[config.mk]
export PLATFORM = sky130hd
export DESIGN_NAME = mc_ctrl_flat
export DESIGN_NICKNAME = d
export VERILOG_FILES = /design/src/rtl/mc_ctrl_if.sv /design/src/rtl/mc_ctrl.sv /design/src/flat_wrapper.sv
export SDC_FILE = /design/constraint.sdc
export NUM_CORES = 1
export LEC_CHECK = 0
export BUFFER_PORTS_ARGS = -buffer_cell sky130_fd_sc_hd__buf_4
export CAP_MARGIN = 20
export CORE_ASPECT_RATIO = 0.7
export CORE_MARGIN = 1
export CORE_UTILIZATION = 51
export DETAILED_ROUTE_END_ITERATION = 6
export GPL_ROUTABILITY_DRIVEN = 0
export MAX_ROUTING_LAYER = met4
export PLACE_DENSITY_LB_ADDON = 0.15
export SLEW_MARGIN = 20
export SYNTH_ARGS = -nofsm -noshare
export SYNTH_HDL_FRONTEND = slang
export SYNTH_SLANG_ARGS = --single-unit
export TNS_END_PERCENT = 100
[constraint.sdc]
create_clock -name clk -period 2.5 [get_ports clk]
set_clock_uncertainty 0.1 [all_clocks]
set_input_delay 0.5 -clock clk [delete_from_list [all_inputs] [get_ports clk]]
set_output_delay 0.5 -clock clk [all_outputs]
set_load 0.03 [all_outputs]
[src/rtl/mc_ctrl_if.sv]
// Control bus between the multi-cycle sequencer and the RV32I datapath.
// master = sequencer (mc_ctrl), slave = datapath / observer side.
interface mc_ctrl_if;
    logic        run;
    logic [6:0]  opcode;
    logic [2:0]  funct3;
    logic        funct7_5;
    logic        ZF;
    logic        PC_Write;
    logic [1:0]  PC_s;
    logic        IR_Write;
    logic        Reg_Write;
    logic        rs2_imm_s;
    logic [1:0]  w_data_s;
    logic        Mem_Write;
    logic [3:0]  ALU_OP;
    logic [3:0]  state;
    logic        retired;
    logic [31:0] inst_cnt;
    logic        illegal;

    modport master (
        input  run, opcode, funct3, funct7_5, ZF,
        output PC_Write, PC_s, IR_Write, Reg_Write, rs2_imm_s, w_data_s,
               Mem_Write, ALU_OP, state, retired, inst_cnt, illegal
    );

    modport slave (
        output run, opcode, funct3, funct7_5, ZF,
        input  PC_Write, PC_s, IR_Write, Reg_Write, rs2_imm_s, w_data_s,
               Mem_Write, ALU_OP, state, retired, inst_cnt, illegal
    );
endinterface

[src/rtl/mc_ctrl.sv]
// Multi-cycle RV32I-subset control unit: Moore FSM stepping one instruction
// through fetch, decode, execute, memory and writeback, plus a retired
// instruction counter and a sticky illegal-instruction trap.
//
// state  | meaning
// -------+------------------------------------------------------------
// IDLE   | parked at an instruction boundary, waiting for run
// IF     | load IR, PC <= PC+4
// ID     | decode opcode/funct3, pick execute path
// EX_R   | ALU op on rs1,rs2
// EX_I   | ALU op on rs1,imm
// WB_ALU | write ALU result to rd (final)
// EX_LS  | address = rs1+imm
// MEM_RD | synchronous memory read in flight
// WB_LD  | write load data to rd (final)
// MEM_WR | store strobe (final)
// LUI    | write immediate to rd (final)
// JAL    | link rd, PC <= PC0+imm (final)
// EX_JR  | target = rs1+imm
// WB_JR  | link rd, PC <= ALU result (final)
// BR     | compare rs1,rs2; conditional PC <= PC0+imm (final)
// TRAP   | illegal instruction, held until reset
module mc_ctrl (
    input logic      clk,
    input logic      rst,
    mc_ctrl_if.master bus
);

    typedef enum logic [3:0] {
        S_IDLE   = 4'd0,
        S_IF     = 4'd1,
        S_ID     = 4'd2,
        S_EX_R   = 4'd3,
        S_EX_I   = 4'd4,
        S_WB_ALU = 4'd5,
        S_EX_LS  = 4'd6,
        S_MEM_RD = 4'd7,
        S_WB_LD  = 4'd8,
        S_MEM_WR = 4'd9,
        S_LUI    = 4'd10,
        S_JAL    = 4'd11,
        S_EX_JR  = 4'd12,
        S_WB_JR  = 4'd13,
        S_BR     = 4'd14,
        S_TRAP   = 4'd15
    } state_t;

    localparam logic [6:0] OP_R     = 7'b0110011;
    localparam logic [6:0] OP_I     = 7'b0010011;
    localparam logic [6:0] OP_LOAD  = 7'b0000011;
    localparam logic [6:0] OP_STORE = 7'b0100011;
    localparam logic [6:0] OP_LUI   = 7'b0110111;
    localparam logic [6:0] OP_JAL   = 7'b1101111;
    localparam logic [6:0] OP_JALR  = 7'b1100111;
    localparam logic [6:0] OP_BR    = 7'b1100011;

    state_t      state_q;
    state_t      state_d;
    logic        is_final;
    logic [31:0] inst_cnt_q;

    assign is_final = (state_q == S_WB_ALU) || (state_q == S_WB_LD) ||
                      (state_q == S_MEM_WR) || (state_q == S_LUI)   ||
                      (state_q == S_JAL)    || (state_q == S_WB_JR) ||
                      (state_q == S_BR);

    // State register; async reset parks the FSM so no strobe survives reset.
    always_ff @(posedge clk or posedge rst) begin
        if (rst) begin
            state_q <= S_IDLE;
        end else begin
            state_q <= state_d;
        end
    end

    // Next-state decode.
    always_comb begin
        state_d = state_q;
        case (state_q)
            S_IDLE:   state_d = bus.run ? S_IF : S_IDLE;
            S_IF:     state_d = S_ID;
            S_ID: begin
                case (bus.opcode)
                    OP_R:              state_d = S_EX_R;
                    OP_I:              state_d = S_EX_I;
                    OP_LOAD, OP_STORE: state_d = S_EX_LS;
                    OP_LUI:            state_d = S_LUI;
                    OP_JAL:            state_d = S_JAL;
                    OP_JALR:           state_d = S_EX_JR;
                    OP_BR:             state_d = (bus.funct3 == 3'b000 || bus.funct3 == 3'b001)
                                                 ? S_BR : S_TRAP;
                    default:           state_d = S_TRAP;
                endcase
            end
            S_EX_R:   state_d = S_WB_ALU;
            S_EX_I:   state_d = S_WB_ALU;
            // ID only lets loads and stores into EX_LS, so non-load means store.
            S_EX_LS:  state_d = (bus.opcode == OP_LOAD) ? S_MEM_RD : S_MEM_WR;
            S_MEM_RD: state_d = S_WB_LD;
            S_EX_JR:  state_d = S_WB_JR;
            S_TRAP:   state_d = S_TRAP;
            default:  state_d = bus.run ? S_IF : S_IDLE;
        endcase
    end

    // Output decode: pure function of state and IR fields (Moore, plus ZF in BR).
    always_comb begin
        bus.PC_Write  = 1'b0;
        bus.PC_s      = 2'b00;
        bus.IR_Write  = 1'b0;
        bus.Reg_Write = 1'b0;
        bus.rs2_imm_s = 1'b0;
        bus.w_data_s  = 2'b00;
        bus.Mem_Write = 1'b0;
        bus.ALU_OP    = 4'b0000;
        case (state_q)
            S_IF: begin
                bus.IR_Write = 1'b1;
                bus.PC_Write = 1'b1;
            end
            S_EX_R: begin
                bus.ALU_OP = {bus.funct7_5, bus.funct3};
            end
            S_EX_I: begin
                // Only SRLI/SRAI use bit 30; for other I-types it is immediate data.
                bus.ALU_OP    = {(bus.funct3 == 3'b101) ? bus.funct7_5 : 1'b0, bus.funct3};
                bus.rs2_imm_s = 1'b1;
            end
            S_WB_ALU: begin
                bus.Reg_Write = 1'b1;
            end
            S_EX_LS, S_EX_JR: begin
                bus.rs2_imm_s = 1'b1;
            end
            S_WB_LD: begin
                bus.Reg_Write = 1'b1;
                bus.w_data_s  = 2'b01;
            end
            S_MEM_WR: begin
                bus.Mem_Write = 1'b1;
            end
            S_LUI: begin
                bus.Reg_Write = 1'b1;
                bus.w_data_s  = 2'b11;
            end
            S_JAL: begin
                bus.Reg_Write = 1'b1;
                bus.w_data_s  = 2'b10;
                bus.PC_Write  = 1'b1;
                bus.PC_s      = 2'b01;
            end
            S_WB_JR: begin
                bus.Reg_Write = 1'b1;
                bus.w_data_s  = 2'b10;
                bus.PC_Write  = 1'b1;
                bus.PC_s      = 2'b10;
            end
            S_BR: begin
                bus.ALU_OP   = 4'b1000;
                bus.PC_s     = 2'b01;
                bus.PC_Write = ((bus.funct3 == 3'b000) &&  bus.ZF) ||
                               ((bus.funct3 == 3'b001) && !bus.ZF);
            end
            default: ;
        endcase
    end

    // Retired-instruction counter, bumped on the edge leaving a final state.
    always_ff @(posedge clk or posedge rst) begin
        if (rst) begin
            inst_cnt_q <= 32'd0;
        end else if (is_final) begin
            inst_cnt_q <= inst_cnt_q + 32'd1;
        end
    end

    // TRAP only exits through reset, so the state itself is the sticky flag.
    assign bus.state    = state_q;
    assign bus.retired  = is_final;
    assign bus.inst_cnt = inst_cnt_q;
    assign bus.illegal  = (state_q == S_TRAP);

endmodule

[src/flat_wrapper.sv]
// flat-port wrapper written by rule: the top's interface ports become plain ports
module mc_ctrl_flat 
  (clk, rst, bus_run, bus_opcode, bus_funct3, bus_funct7_5, bus_ZF, bus_PC_Write, bus_PC_s, bus_IR_Write, bus_Reg_Write, bus_rs2_imm_s, bus_w_data_s, bus_Mem_Write, bus_ALU_OP, bus_state, bus_retired, bus_inst_cnt, bus_illegal);
  mc_ctrl_if bus_i ();
  input logic clk;
  input logic rst;
  input wire logic [$bits(bus_i.run)-1:0] bus_run;
  input wire logic [$bits(bus_i.opcode)-1:0] bus_opcode;
  input wire logic [$bits(bus_i.funct3)-1:0] bus_funct3;
  input wire logic [$bits(bus_i.funct7_5)-1:0] bus_funct7_5;
  input wire logic [$bits(bus_i.ZF)-1:0] bus_ZF;
  output wire logic [$bits(bus_i.PC_Write)-1:0] bus_PC_Write;
  output wire logic [$bits(bus_i.PC_s)-1:0] bus_PC_s;
  output wire logic [$bits(bus_i.IR_Write)-1:0] bus_IR_Write;
  output wire logic [$bits(bus_i.Reg_Write)-1:0] bus_Reg_Write;
  output wire logic [$bits(bus_i.rs2_imm_s)-1:0] bus_rs2_imm_s;
  output wire logic [$bits(bus_i.w_data_s)-1:0] bus_w_data_s;
  output wire logic [$bits(bus_i.Mem_Write)-1:0] bus_Mem_Write;
  output wire logic [$bits(bus_i.ALU_OP)-1:0] bus_ALU_OP;
  output wire logic [$bits(bus_i.state)-1:0] bus_state;
  output wire logic [$bits(bus_i.retired)-1:0] bus_retired;
  output wire logic [$bits(bus_i.inst_cnt)-1:0] bus_inst_cnt;
  output wire logic [$bits(bus_i.illegal)-1:0] bus_illegal;
  assign bus_i.run = bus_run;
  assign bus_i.opcode = bus_opcode;
  assign bus_i.funct3 = bus_funct3;
  assign bus_i.funct7_5 = bus_funct7_5;
  assign bus_i.ZF = bus_ZF;
  assign bus_PC_Write = bus_i.PC_Write;
  assign bus_PC_s = bus_i.PC_s;
  assign bus_IR_Write = bus_i.IR_Write;
  assign bus_Reg_Write = bus_i.Reg_Write;
  assign bus_rs2_imm_s = bus_i.rs2_imm_s;
  assign bus_w_data_s = bus_i.w_data_s;
  assign bus_Mem_Write = bus_i.Mem_Write;
  assign bus_ALU_OP = bus_i.ALU_OP;
  assign bus_state = bus_i.state;
  assign bus_retired = bus_i.retired;
  assign bus_inst_cnt = bus_i.inst_cnt;
  assign bus_illegal = bus_i.illegal;
  mc_ctrl u_core (.clk(clk), .rst(rst), .bus(bus_i));
endmodule
==> results.json, run 1 <==
{
  "busiest_layer": "met1",
  "yosysWarnings": 0,
  "clock_path_buffers": 2,
  "status": "finished, final reports clean",
  "synth_edf_count": 0,
  "avgRoutedWirePerCell_um": 14.0,
  "drtAntennaViolNets": 0,
  "worstPathArrival_ns": 1.74,
  "grt_pass1_wl_um": 8090,
  "die_x_um": 78.1,
  "netlist_area_um2": 2070,
  "endpoint_kind": "output port",
  "layout_min_cycle_time_ns": 2.34,
  "grt_overflow_total": 0,
  "io_pins": 66,
  "cts_setup_buffers": 0,
  "syn_to_final_growth_pct": 32.0,
  "cts_sinks": 36,
  "insertion_delay_ns": 0.29,
  "start_util_pct": 56.0,
  "worst-path-max-fanout": 13,
  "syn_nets": 235,
  "timing.final.max_slew_violations": 0,
  "via_count": 1840,
  "diodes": 0,
  "required_ns": 1.90,
  "synth.distinct_cells": 43,
  "post_cts_resized": 0,
  "coreArea_um2": 3690,
  "dpl.cell_count": 333,
  "core.rowCount": 18,
  "hpwl_um": 3610,
  "dieArea_um2": 4320,
  "die_h_um": 55.3,
  "syn_avg_cell_area_um2": 9.44,
  "crit_type": "reg -> out",
  "drt-initial-drc-count": 91,
  "cts_tree": "done",
  "cts_buffers": 5,
  "peakVddDrop_mv": 0.727,
  "leakage_nw": 1.31,
  "port_buffers": 65,
  "clk_pin_slew_ns": 0.07,
  "yosysSeqAreaShare_pct": 43.6,
  "min_path_type": "in -> async",
  "synth-seq-cells": 36,
  "drive_gt1_share_pct": 30.0,
  "synthArstFlopShare_pct": 100,
  "place_area_um2": 2630,
  "met1_usage_pct": 38.1,
  "fin_tns_setup_ns": 0,
  "tightestPinTransition_ns": 0.492,
  "grt_start_max_net_pins": 37,
  "post-place-ws_ns": 0.319,
  "cap_violations": 0,
  "finalPower_mw": 2.44,
  "wirelength_um": 4760,
  "via_per_inst": 5.41,
  "period_share_pct": 93.8,
  "relSlewSlack_pct": 67.2,
  "power.density_nw_per_um2": 893,
  "drtPass1Iterations": 4,
  "design_area_um2": 2730,
  "drcViolationCount": 0,
  "grt_use_met3_pct": 6.78,
  "max_freq_ghz": 0.427,
  "htreeDepth": 2,
  "rsz0062_at_grt": "false",
  "first_global_vias": 1657,
  "antenna_found_initial": 0,
  "gr-usage-all-layers_pct": 25.2,
  "grt_util_met2_pct": 32.3,
  "setup_slack_ns": 0.156,
  "hold_violations": 0,
  "fin_cells": 340,
  "ys.flop_type": "dfrtp_1",
  "crit_path_start_kind": "flop",
  "syn_inst": 219,
  "root_buffer": "clkbuf_8",
  "ctsHoldBuffers": 0,
  "finalSetupViolations": 0,
  "final_nets": 306
}
[critical path, cell delays in order, from the launching register on]
cell      delay [ns]
dfrtp_1         0.41
buf_4           0.24
nand2b_1        0.23
nand2_1         0.09
mux2i_1         0.13
nand2_1         0.07
o21ai_0         0.08
buf_4           0.19
[layout make-up]
type	instances	area, µm²
flip-flops and latches	36	901
multi-input cells	171	1120
well taps	50	62.6
clock buffers	7	96.3
fillers	290	963
inverters	5	18.8
repair buffers	71	533
[cells in the final DEF, fill, tap and decap left out, drive strengths merged, types with 7 or more instances in the layout]
| master | instances |
|---|---|
| nand2 | 23 |
| a21oi | 10 |
| clkbuf | 7 |
| buf | 71 |
| nor2 | 21 |
| nand4 | 8 |
| nand3 | 13 |
| xor2 | 12 |
| dfrtp | 36 |
| xnor2 | 21 |
[power breakdown]
part	switching (mW)	internal [mW]	leakage (nW)	total (mW)
sequential	0.118	0.661	0.488	0.779
combinational	0.773	0.448	0.768	1.22
clock	0.193	0.245	0.0503	0.438
[cell families after synthesis]
family | Yosys count | share of synthesized area [%]
AOI/OAI and AO/OA | 30 | 10.6
adders and majority gates | 1 | 0.605
DFF | 36 | 43.6
xor gates and xnor gates | 33 | 14.0
buffers and inverters | 12 | 2.36
and+or+nand+nor | 105 | 27.8
muxes | 2 | 1.03
[routing by layer]
metal | share of wire [%] | vias to the layer above
met2 | 43 | 45
met5 | 0 | -
met3 | 5.3 | 6
li1 | - | 912
met4 | 1.3 | 0
met1 | 51 | 877
[state kept, by name, indices dropped and copies added, names as in the netlist]
| register | count |
|---|---|
| u_core.bus.inst_cnt | 32 |
| u_core.bus.state | 4 |
[synth_stat cells, types with 3 or more instances]
| cell type | count | area share, % |
|---|---|---|
| a21oi_1 | 10 | 2.4 |
| o21ai_0 | 5 | 1.2 |
| nand4_1 | 7 | 2.1 |
| dfrtp_1 | 36 | 44 |
| clkbuf_1 | 6 | 1.1 |
| and3_1 | 5 | 1.5 |
| nand2b_1 | 4 | 1.2 |
| nor3_1 | 5 | 1.2 |
| inv_1 | 5 | 0.91 |
| xor2_1 | 12 | 5.1 |
| and2_1 | 5 | 1.5 |
| nor4_1 | 3 | 0.91 |
| nor2b_1 | 5 | 1.5 |
| xnor2_1 | 21 | 8.9 |
| nor2_1 | 21 | 3.8 |
| and4_1 | 3 | 1.3 |
| nand2_1 | 22 | 4.0 |
| nand3_1 | 13 | 3.1 |
| a31oi_1 | 3 | 0.91 |
[worst paths after layout]
check | depth (start not counted) | start | slack, ns | to
worst max-delay path | 7 | u_core.bus.state[2] | 0.16 | bus_PC_Write
worst min-delay path | 3 | rst | 0.21 | u_core.bus.inst_cnt[19]
worst max register to register | 5 | u_core.bus.inst_cnt[5] | 0.33 | u_core.bus.inst_cnt[29]
worst min register to register | 1 | u_core.bus.inst_cnt[31] | 0.38 | u_core.bus.inst_cnt[31]
max in group asynchronous | 3 | rst | 1.78 | u_core.bus.inst_cnt[10]
min in group clk | 1 | u_core.bus.inst_cnt[31] | 0.38 | u_core.bus.inst_cnt[31]
[stage by stage]
step                      utilization [%]  hold slack, ns
final                                73.9           0.209
after global routing                 73.9           0.244
after CTS                            73.9           0.223
after detailed placement             71.3           0.368
after global placement               71.3           0.367
after floorplan                         -           0.554
(Power assumes the default switching activity.)
==> run 2: changes to the inputs <==
Settings changed: CAP_MARGIN 20 to 10, CORE_UTILIZATION 51 to 55.
Clock period 2.5 ns to 2.7 ns, I/O delays scaled along.
==> run 2 against run 1 <==
Against the previous run:
- die area shrank 7.1%
- worst hold slack gained 0.033 ns
- sequential power shrank 3.9%
- total power shrank 9.3%
- final area shrank 0.64%
- critical path type unchanged
- highest routed layer unchanged
==> results.json, run 2 (synthesis gave the netlist of run 1 again) <==
{
  "io_pins": 66,
  "drtAntennaViolNets": 0,
  "required_ns": 2.06,
  "cap_violations": 0,
  "peakVddDrop_mv": 0.621,
  "finalSetupViolations": 0,
  "fillers": 291,
  "max_freq_ghz": 0.411,
  "layout_common_cells": "buf_4, dfrtp_1, nand2_1",
  "p_clk_share_pct": 17.7,
  "via_count": 1796,
  "insertion_delay_ns": 0.29,
  "timing.final.max_slew_violations": 0,
  "worstPathArrival_ns": 1.79,
  "fin_cells": 339,
  "root_buffer": "clkbuf_8",
  "drcViolationCount": 0,
  "antenna_found_initial": 0,
  "dpl.cell_count": 331,
  "post_cts_resized": 0,
  "hpwl_um": 3360,
  "tightestPinTransition_ns": 0.461,
  "fin_tns_setup_ns": 0,
  "largest_reg_flops": 32,
  "dieArea_um2": 4010,
  "regArea_um2": 901,
  "leakage_nw": 1.29,
  "layout_commonest_cell": "buf_4",
  "swShare_pct": 45.1,
  "core.rowCount": 18,
  "wirelength_um": 4430,
  "cts_buffers": 5,
  "relSlewSlack_pct": 69.3,
  "grt_start_max_net_pins": 37,
  "htreeDepth": 2,
  "gr-usage-all-layers_pct": 25.0,
  "period_share_pct": 90.1,
  "fin_hold_ws_ns": 0.243,
  "p_sw_mw": 0.996,
  "diodes": 0,
  "crit_type": "reg -> out",
  "comb_power_share_pct": 48.4,
  "final_nets": 304,
  "layout_min_cycle_time_ns": 2.43,
  "grt_overflow_total": 0,
  "syn_to_final_growth_pct": 31.2,
  "endpoint_kind": "output port",
  "coreArea_um2": 3560,
  "hold_violations": 0,
  "clk_pin_slew_ns": 0.07,
  "ctsHoldBuffers": 0,
  "crit_path_start_kind": "flop",
  "rsz0062_at_grt": "false",
  "p_int_mw": 1.21,
  "die_h_um": 53.3,
  "first_global_vias": 1630,
  "grt_pass1_wl_um": 7310,
  "drt-initial-drc-count": 98,
  "status": "finished, final reports clean",
  "p_seq_share_pct": 33.9,
  "drtPass1Iterations": 4,
  "r2r_setup_slack_ns": 0.46,
  "multi_input_area_um2": 1120,
  "cts_tree": "done",
  "die_x_um": 75.3,
  "power.density_nw_per_um2": 815,
  "clock_path_buffers": 2,
  "start_util_pct": 58.1,
  "cts_setup_buffers": 0,
  "port_buffers": 65,
  "min_path_type": "in -> async",
  "drive_gt1_share_pct": 29.4,
  "worst-path-max-fanout": 14,
  "cts_sinks": 36,
  "avgRoutedWirePerCell_um": 13.1,
  "via_per_inst": 5.30
}
-- run 2: path summary, 6_finish.rpt --
kind / start / endpoint / cells after the start
min reg2reg: u_core.bus.inst_cnt[17] / u_core.bus.inst_cnt[17] / 1
min: rst / u_core.bus.inst_cnt[7] / 3
max reg2reg: u_core.bus.inst_cnt[9] / u_core.bus.inst_cnt[29] / 5
max: u_core.bus.state[1] / bus_ALU_OP[3] / 5
min in group clk: u_core.bus.inst_cnt[17] / u_core.bus.inst_cnt[17] / 1
max in group asynchronous: rst / u_core.bus.inst_cnt[13] / 3
-- run 2: area by class of cell --
type | count | area share [%]
Tap cell | 50 | 2.31
Clock inverter | 1 | 0.277
Sequential cell | 36 | 33.2
Inverter | 5 | 0.692
Clock buffer | 7 | 3.18
Multi-Input combinational cell | 171 | 41.2
Timing Repair Buffer | 69 | 19.1
-- run 2: metal layers --
layer / wire, µm / vias to the layer above / GRT usage, %
li1: - / 899 / -
met1: 2230 / 835 / 35.0
met2: 1930 / 57 / 36.0
met3: 229 / 5 / 5.14
met4: 38 / 0 / 7.72
met5: 0 / - / -
-- run 2: critical path: stages (launching register included) --
cell	delay [ns]
dfrtp_1	0.47
buf_4	0.22
nor4b_1	0.33
a32oi_1	0.15
o22ai_1	0.16
buf_4	0.18
-- run 2: power by group through the flow --
stage / logic, mW / clock network (mW) / registers [mW]
after global routing: 1.16 / 0.420 / 0.769
after detailed placement: 1.07 / 0 / 0.755
after floorplan: 0.626 / 0 / 0.840
after global placement: 1.06 / 0 / 0.753
final: 1.07 / 0.392 / 0.749
after CTS: 1.07 / 0.399 / 0.747
-- run 2: through the flow --
stage	instance area [µm²]	total power, mW	setup WS, ns	utilization, %
floorplan	2070	1.47	0.301	-
global placement	2620	1.81	0.498	73.6
detailed placement	2620	1.83	0.460	73.6
CTS	2710	2.22	0.274	76.2
global route	2710	2.34	0.0655	76.2
finish	2710	2.21	0.268	76.2
==> run 3: changes to the inputs <==
Settings changed: BUFFER_PORTS_ARGS -buffer_cell sky130_fd_sc_hd__buf_4 to default, CORE_UTILIZATION 55 to 60, CTS_BUF_LIST from default to sky130_fd_sc_hd__clkbuf_16, DONT_BUFFER_PORTS from default to 1.
Clock period 2.7 ns to 2.9 ns, I/O delays scaled along.
==> run 3 against run 2 <==
Against the previous run:
- wire length grew 4.2%
- combinational power decreased by 26%
- setup slack worse by 0.012 ns
- total power fell by 2.0%
- highest routed layer unchanged
- clock power increased by 53%
- sequential power up 3.5%
==> results.json, run 3 (synthesis gave the netlist of run 1 again) <==
{
  "worst-path-max-fanout": 11,
  "drtPass1Iterations": 4,
  "htreeDepth": 2,
  "worst-path-buf-inv": 2,
  "root_buffer": "clkbuf_16",
  "drtAntennaViolNets": 0,
  "syn_to_final_growth_pct": 13.5,
  "worstPathCellList": "buf_4 -> nor4b_1 -> a32oi_1 -> o22ai_1 -> buf_4",
  "reg2regPathDepth": 5,
  "wirelength_um": 4610,
  "antenna_found_initial": 0,
  "drt-initial-drc-count": 100,
  "post-place-ws_ns": 0.476,
  "fin_tns_setup_ns": 0,
  "crit_type": "reg -> out",
  "insertion_delay_ns": 0.28,
  "final_nets": 246,
  "ctsHoldBuffers": 0,
  "drive_gt1_share_pct": 12.1,
  "cts_setup_buffers": 0,
  "postLayoutCoreUtil_pct": 73.1,
  "period_share_pct": 91.2,
  "peakVddDrop_mv": 0.607,
  "fin_cells": 278,
  "endpoint_kind": "output port",
  "power.density_nw_per_um2": 923,
  "grt_pass1_wl_um": 7700,
  "via_count": 1665,
  "tightestPinTransition_ns": 0.694,
  "timing.final.max_slew_violations": 0,
  "post_cts_resized": 0,
  "start_util_pct": 64.4,
  "die_h_um": 51.1,
  "crit_path_max_incr_delay_ns": 0.49,
  "rsz0062_at_grt": "false",
  "r2r-end": "u_core.bus.inst_cnt[29]",
  "setup_slack_ns": 0.256,
  "cts_sinks": 36,
  "cpLargestDelayFamily": "flip-flops",
  "cts_buffers": 5,
  "worstPathArrival_ns": 1.96,
  "grt_overflow_total": 0,
  "die_x_um": 72.2,
  "coreArea_um2": 3210,
  "via_per_inst": 5.99,
  "grt_start_max_net_pins": 20,
  "cp_common_cell": "buf_4",
  "leakage_nw": 1.02,
  "layout_commonest_cell": "dfrtp_1",
  "cts_tree": "done",
  "status": "finished, final reports clean",
  "finalSetupViolations": 0,
  "r2r-start": "u_core.bus.inst_cnt[5]",
  "dpl.cell_count": 270,
  "relSlewSlack_pct": 53.7,
  "diodes": 0,
  "fin_hold_ws_ns": 0.194,
  "largest_reg_flops": 32,
  "layout_common_cells": "dfrtp_1, nand2_1, nor2_1, xnor2_1, nand3_1",
  "hold_violations": 0,
  "worst_path_max_delay_cell": "dfrtp_1",
  "r2r_setup_slack_ns": 0.44,
  "first_global_vias": 1607,
  "drcViolationCount": 0,
  "clk_pin_slew_ns": 0.05,
  "cap_violations": 0,
  "max_freq_ghz": 0.378,
  "port_buffers": 0,
  "required_ns": 2.22,
  "core.rowCount": 17,
  "dieArea_um2": 3690,
  "gr-usage-all-layers_pct": 28.6,
  "min_path_type": "in -> async",
  "io_pins": 66,
  "layout_min_cycle_time_ns": 2.64,
  "clock_path_buffers": 2,
  "avgRoutedWirePerCell_um": 16.6,
  "hpwl_um": 3430,
  "crit_path_start_kind": "flop"
}
-- run 3: how the worst max path moves through the flow --
stage | start | end | slack, ns | depth (start not counted)
finish | u_core.bus.state[1] | bus_ALU_OP[3] | 0.26 | 5
floorplan | u_core.bus.state[2] | bus_PC_Write | 0.46 | 3
CTS | u_core.bus.state[1] | bus_ALU_OP[3] | 0.30 | 5
global route | u_core.bus.state[1] | bus_ALU_OP[3] | 0.03 | 5
global placement | u_core.bus.inst_cnt[5] | u_core.bus.inst_cnt[29] | 0.54 | 5
detailed placement | u_core.bus.inst_cnt[5] | u_core.bus.inst_cnt[25] | 0.48 | 5
-- run 3: stage by stage --
step | total power [mW] | cell area, µm²
after global placement | 1.53 | 2180
after detailed placement | 1.56 | 2180
after CTS | 2.17 | 2350
final | 2.17 | 2350
after floorplan | 1.36 | 2070
after global routing | 2.28 | 2350
-- run 3: report_power, final --
group	switching (mW)	total, mW	leakage, nW	internal, mW
Sequential	0.207	0.775	0.488	0.568
Clock	0.198	0.601	0.0798	0.403
Combinational	0.539	0.790	0.455	0.251
Total	0.944	2.17	1.02	1.22
-- run 3: area by class of cell --
class | instances | area, µm²
multi-input cells | 171 | 1120
well taps | 47 | 58.8
inverters | 5 | 18.8
fillers | 258 | 865
clock buffers | 5 | 125
flip-flops and latches | 36 | 901
repair buffers | 11 | 82.6
clock inverters | 3 | 42.5
-- run 3: layer usage --
layer  GRT usage (%)  part of all wire, %
met5               -                    0
met4            7.84                 0.82
met3            9.27                  6.9
met2            42.2                   46
met1            38.2                   46
